**src/rtl/stream_pack.sv**
```systemverilog
// Result-set packer: snapshots CORE_NUM per-core results and replays them as
// 64-bit beats (two cores per beat) under the stream controller's stream_v strobe.
//
// state  | meaning
// IDLE   | no result set held; waiting for res_valid
// LOADED | result set captured, no beat emitted yet
// STREAM | at least one beat emitted, more remain
module stream_pack #(
    parameter int CORE_NUM = 4,
    parameter int CORE_W   = 32
) (
    input  logic                       clk,
    input  logic                       rst,
    input  logic                       res_valid,
    input  logic [CORE_NUM*CORE_W-1:0] res_data,
    input  logic                       stream_v,
    input  logic                       dst_ready,
    output logic                       get_fin,
    output logic [63:0]                dst_data,
    output logic                       busy,
    output logic [1:0]                 err
);

    localparam int BEATS = CORE_NUM / 2;
    localparam int CNT_W = $clog2(BEATS + 1);

    localparam logic [1:0] IDLE   = 2'd0;
    localparam logic [1:0] LOADED = 2'd1;
    localparam logic [1:0] STREAM = 2'd2;

    localparam logic [CNT_W-1:0] LAST_BEAT = CNT_W'(BEATS - 1);

    logic [1:0]                 state;
    logic [CNT_W-1:0]           beat_cnt;
    logic [CORE_NUM*CORE_W-1:0] snap;
    logic [31:0]                core32 [CORE_NUM];
    logic [63:0]                beat_word;
    logic                       capture;

    // Stalls reach this block only through stream_v; dst_ready is kept for the port map.
    logic unused_dst_ready;
    assign unused_dst_ready = dst_ready;

    for (genvar k = 0; k < CORE_NUM; k++) begin : g_core
        if (CORE_W >= 32) begin : g_trunc
            assign core32[k] = snap[k*CORE_W +: 32];
        end else begin : g_zext
            assign core32[k] = {{(32-CORE_W){1'b0}}, snap[k*CORE_W +: CORE_W]};
        end
    end

    always_comb begin
        beat_word = '0;
        for (int i = 0; i < BEATS; i++) begin
            if (beat_cnt == CNT_W'(i)) begin
                beat_word = {core32[2*i+1], core32[2*i]};
            end
        end
    end

    assign capture = res_valid && (state == IDLE);
    assign busy    = (state != IDLE);

    always_ff @(posedge clk) begin
        if (rst) begin
            state    <= IDLE;
            beat_cnt <= '0;
            snap     <= '0;
            dst_data <= '0;
            get_fin  <= 1'b0;
            err      <= 2'b00;
        end else begin
            get_fin <= capture;
            if (res_valid && (state != IDLE)) begin
                err[0] <= 1'b1;
            end
            if (stream_v && (state == IDLE)) begin
                err[1] <= 1'b1;
            end
            case (state)
                IDLE: begin
                    if (stream_v) begin
                        dst_data <= '0;
                    end
                    if (res_valid) begin
                        snap     <= res_data;
                        beat_cnt <= '0;
                        state    <= LOADED;
                    end
                end
                LOADED, STREAM: begin
                    // A result arriving here, even on the final beat, is dropped.
                    if (stream_v) begin
                        dst_data <= beat_word;
                        if (beat_cnt == LAST_BEAT) begin
                            beat_cnt <= '0;
                            state    <= IDLE;
                        end else begin
                            beat_cnt <= beat_cnt + CNT_W'(1);
                            state    <= STREAM;
                        end
                    end
                end
                default: state <= IDLE;
            endcase
        end
    end

endmodule

```
**config.mk**
```make
export PLATFORM = sky130hd
export DESIGN_NAME = stream_pack
export DESIGN_NICKNAME = d
export VERILOG_FILES = /design/src/rtl/stream_pack.sv
export SDC_FILE = /design/constraint.sdc
export NUM_CORES = 1
export LEC_CHECK = 0
export ABC_AREA = 1
export CORE_MARGIN = 2
export CORE_UTILIZATION = 44
export DETAILED_ROUTE_END_ITERATION = 12
export PLACE_DENSITY_LB_ADDON = 0.3
export REMOVE_ABC_BUFFERS = 1
export SYNTH_ARGS = -nofsm -noshare
export SYNTH_HDL_FRONTEND = slang
export SYNTH_SLANG_ARGS = --single-unit
```
**constraint.sdc**
```tcl
create_clock -name clk -period 1.63 [get_ports clk]
set_clock_uncertainty 0.2 [all_clocks]
set_input_delay 0.2445 -clock clk [delete_from_list [all_inputs] [get_ports clk]]
set_output_delay 0.2445 -clock clk [all_outputs]
set_load 0.02 [all_outputs]
```
## Word level (Yosys, flattened, before mapping)

Index checks and enable logic that the tools add are counted.

| cells by class | value |
|---|---|
| add/sub/neg operators | 1 |
| muxes and demuxes | 13 |
| reduce and logical (&&, ||, !) cells | 12 |
| equality and inequality tests | 6 |

Operators by type and width:

| cell | count |
|---|---|
| $mux W64 | 4 |
| $pmux W64 S2 | 1 |
| $mux W2 | 6 |
| $pmux W2 S2 | 2 |
| $ne A2 B2 Y1 const B | 3 |
| $reduce_and A3 Y1 | 2 |
| $eq A2 B1 Y1 const B | 2 |
| $logic_not A2 Y1 | 2 |
| $reduce_and A2 Y1 | 2 |
| $reduce_bool A2 Y1 | 2 |
| $logic_and A1 B1 Y1 | 3 |
| $add A2 B1 Y2 const B | 1 |
| $eq A2 B2 Y1 const B | 1 |
| $reduce_or A2 Y1 | 1 |

| word-level totals | value |
|---|---|
| output and inout bits | 68 |
| word-level logic and storage cells | 39 |
| register bits | 199 |
| input port bits | 133 |

## Longest topological paths before layout

| depth | value |
|---|---|
| word-level depth | 5 |
| gate-level depth with buffers | 8 |
| depth with buffers taken out | 8 |

## Worst setup path before layout

No wires, ideal clock.

| timing path | value |
|---|---|
| path kind | register to register |
| start | reg state[0] |
| end | reg dst_data[16] |
| path buffers | 1 |
| path slack | 3 ps |
| required time | 1359 ps |
| period minus slack after synthesis | 1627 ps |
| stages on the path, launching flop included | 7 |
| library setup time | 71 ps |
| data arrival time | 1357 ps |
| path through | dfxtp_1 inv_1 ha_1 o21ai_4 buf_6 nand2_1 a21oi_1 |

| on the way | value |
|---|---|
| longest elaborated chain between the ends | 4 |
| elaborated cells between the ends (all ways) | 9 |
| classes of those cells | eq/ne: 4; mux: 1; reduce/logical: 4 |

Ends and longest elaborated chain:

| what | RTL line | text |
|---|---|---|
| start: declaration | 33 | `logic [1:0] state;` |
| start signal: assignment | 66 | `state <= IDLE;` |
| start signal: assignment | 88 | `state <= LOADED;` |
| start signal: assignment | 97 | `state <= IDLE;` |
| $eq A2 B1 Y1 or $eq A2 B2 Y1 (tied branches) | 80 | `case (state)` |
| $reduce_or A2 Y1 | 80 |  |
| $ne A2 B2 Y1 (no line) or $reduce_bool A2 Y1 (tied branches) | - |  |
| $reduce_and A3 Y1 (no line) | - |  |
| end signal: assignment | 94 | `dst_data <= beat_word;` |
| end: declaration | 19 | `output logic [63:0] dst_data,` |

Several ways; a longest one is shown, not always the timed one.
A chain may end at the register's enable or synchronous reset.

## Worst setup path in the final report

| timing path | value |
|---|---|
| start | reg state[0] |
| end | reg dst_data[56] |

Same word-level chain as after synthesis.

==> impl_results.md <==
- Result of the run: finished, violations left
- Violations in the final reports: setup timing
- Largest area contributor in the netlist: sky130_fd_sc_hd__dfxtp_1
- H-tree levels: 4
- Number of clock buffers inserted by TritonCTS: 17
- Number of nets with antenna violations after routing: 0
- Post-synthesis area per instance: 7.221 um^2
- Syn-to-layout area delta: 51.68%
- Placeable core area: 17780 um^2
- Max transition margin: 55.37%
- Drc violations: 0
- Final count of hold timing violations: 0
- Synth top cells by count: sky130_fd_sc_hd__nand2_1, sky130_fd_sc_hd__nor2_1, sky130_fd_sc_hd__dfxtp_1, sky130_fd_sc_hd__o21ai_0, sky130_fd_sc_hd__a21oi_1
- Placement Cell Area: 10140 um^2
- Maximum cell stage delay along the critical path: 0.36 ns
- CP max stage cell: sky130_fd_sc_hd__dfxtp_2
- Longest Clk Path Bufs: 2
- Antenna violations before repair: 0
- Initial DRC count: approximately 550
- Vias in the first global route: 7428
- Setup WS post-layout: -0.1327 ns
- Area fraction of the dominant cell type after synthesis: 50.34%
- Num Clock Sinks: 199
- Post-Route Hold Slack: 0.1684 ns
- Post-route cell area: 12000 um^2
- Number of cells in the design after placement: 1470
- Post-CTS Hold Fix Bufs: 0
- Quantity of I/O buffers inserted on ports: 199
- Routed length per placed instance: 16.91 um
- Number of standard cells in the final layout excluding fillers: 1540
- Library cell used as clock root buffer: sky130_fd_sc_hd__clkbuf_16
- Clk pin slew, worst setup/hold paths: 0.07 ns
- CTS tree: yes
- Critical path peak fanout: 8
- Post-synthesis cell type count: 19
- Warnings from Yosys: 0
- First-pass GRT wire length: 38040 um
- Post-placement worst setup slack: -0.1129 ns
- Die Y-Extent: ~140 um
- P per Cell Area: 1690 nW/um^2
- Crit path max-delay family: buffers and inverters
- Avg Vias per Cell: 5.227
- Total congestion overflow after global routing: 0
- Most instantiated flip-flop cell in the synthesis netlist: sky130_fd_sc_hd__dfxtp_1
- Effective utilization at floorplan: 44.51%
- Async set-reset flop share out of synthesis: 0%
- Post-detailed-routing wire length: 26050 um
- Post-route fraction of the period consumed by the critical path: 108.1%
- Slew Limit Fails: 0
- Fraction of the core area covered by cells at the end of the flow: 67.52%
- X dimension of the die: 138.1 um
- FMAX: ~0.57 GHz
- Worst setup path class: reg -> reg
- Setup repair after global routing missed its margin: true
- Proportion of layout cells with a drive suffix above 1: 17.70%
- Worst voltage drop across the vdd grid: 993.0 uV
- Pin count of the biggest net entering global routing: 72
- DR vias: a little over 8000
- Number of ports placed on the die boundary: 201
- Number of antenna diodes: 0
- Number of detailed-routing iterations run before antenna repair: 5
- Power after layout: 20.29 mW
- Final critical path time including I/O delays and setup: 1.763 ns
- Sequential fraction of the synthesis area: 50.34%
- Synthesized instance count: 1096
- GRT Overall Usage: 24.89%
- Number of max-cap violations: 0
- Final TNS setup: -5.343 ns
- Worst path most repeated cell: sky130_fd_sc_hd__buf_12
- Routability-driven placement congestion ratio: 0.8092
- Number of core rows: 49
- Full die area: approximately 19000 um^2
- Final nets: 1435
- Number of setup violations in the final report: 66
- Count leader, synth: sky130_fd_sc_hd__nand2_1
- Capturing element type of the critical path: flip-flop
- Worst path required time: 1.79 ns
- Half-perimeter wire length of the detailed placement result: about 13000 um
- Top cells by area, synth: sky130_fd_sc_hd__dfxtp_1, sky130_fd_sc_hd__nand2_1, sky130_fd_sc_hd__nor2_1, sky130_fd_sc_hd__o21ai_0, sky130_fd_sc_hd__a21oi_1
- Worst-Margin Slew: 0.6695 ns
- Worst hold-check path type: in -> reg
- Total standard cell area after synthesis: 7914 um^2
- WP data arrival: 1.92 ns
- Category of the worst setup path launch point: flip-flop
- Crit-path cells: inv_4 -> buf_6 -> ha_4 -> o21ai_4 -> buf_12 -> buf_12 -> buf_12 -> nand2_1 -> a21oi_1
- Synthesized flop and latch total: roughly 200
- Leak Pwr: 5.186 nW
- Clk_lat worst skew: 0.43 ns
- Number of enable flip-flop cells after synthesis: 0
- Buffers & Inverters on Critical Path: 5
## sequential cells by signal (all words and copies together), names as in the netlist
register  flops
beat_cnt      2
dst_data     64
err           2
get_fin       1
snap        128
state         2
## worst min-delay path, cell delays in order
cell and delay [ns]:
sky130_fd_sc_hd__buf_2 0.13, sky130_fd_sc_hd__buf_4 0.25, sky130_fd_sc_hd__a21oi_2 0.14
## cells in the final DEF, fill, tap and decap left out, types with 14 or more instances in the layout
master,Yosys,final
sky130_fd_sc_hd__a21oi_2,0,36
sky130_fd_sc_hd__o21ai_0,128,69
sky130_fd_sc_hd__dfxtp_1,199,196
sky130_fd_sc_hd__buf_16,0,14
sky130_fd_sc_hd__clkdlybuf4s15_1,0,20
sky130_fd_sc_hd__nor2_1,268,262
sky130_fd_sc_hd__dlygate4sd2_1,0,42
sky130_fd_sc_hd__nand2_1,269,202
sky130_fd_sc_hd__nand3_1,65,65
sky130_fd_sc_hd__o21ai_1,1,57
sky130_fd_sc_hd__clkdlybuf4s50_1,0,130
sky130_fd_sc_hd__clkbuf_16,0,22
sky130_fd_sc_hd__buf_12,0,21
sky130_fd_sc_hd__nand2_2,0,37
sky130_fd_sc_hd__nand2_4,0,28
sky130_fd_sc_hd__a21oi_1,66,30
## what timing repair did
action	4_1_cts	5_1_grt
setup buffers	17	4
gates cloned	14	10
gates resized for setup	169	194
setup endpoints to repair	208	188
pin swaps	55	28
## per-layer routing
| layer | routed length [um] | track usage (%) |
|---|---|---|
| met4 | 703 | 9.828 |
| met5 | 0 | 0 |
| met3 | 1688 | 5.300 |
| met1 | 10390 | 30.37 |
| met2 | 13260 | 43.02 |
## final cells by class
class | instances | area [um^2]
inverter | 11 | 73.82
timing repair buffer | 265 | 3115
tap | 229 | 286.5
multi-input combinational | 804 | 3939
sequential | 199 | 3990
clock inverter | 10 | 120.1
clock buffer | 21 | 470.5
fill | 1523 | 5776
timing repair inverter | 1 | 8.758
## cells by family after synthesis
group,synth area share [%]
AND/OR/NAND/NOR,29.91
flip-flops,50.34
AO/OA/AOI/OAI,12.54
buffers and inverters,6.735
adder cells (fa/ha/maj),0.4744
## final timing paths
check                  to         start  cells after the start  slack [ns]
min          dst_data[37]           rst                      3        0.17
max          dst_data[56]      state[0]                      9       -0.13
max reg2reg  dst_data[56]      state[0]                      9       -0.13
min reg2reg  dst_data[31]  dst_data[31]                      2        0.26
## power breakdown
group | switching, mW | leakage [nW] | total, mW | internal [mW]
combinational | 5.14 | 3.26 | 9.43 | 4.29
sequential | 0.617 | 1.64 | 6.59 | 5.97
clock | 1.88 | 0.286 | 4.27 | 2.39
total | 7.64 | 5.19 | 20.3 | 12.6
(Power assumes the default switching activity.)
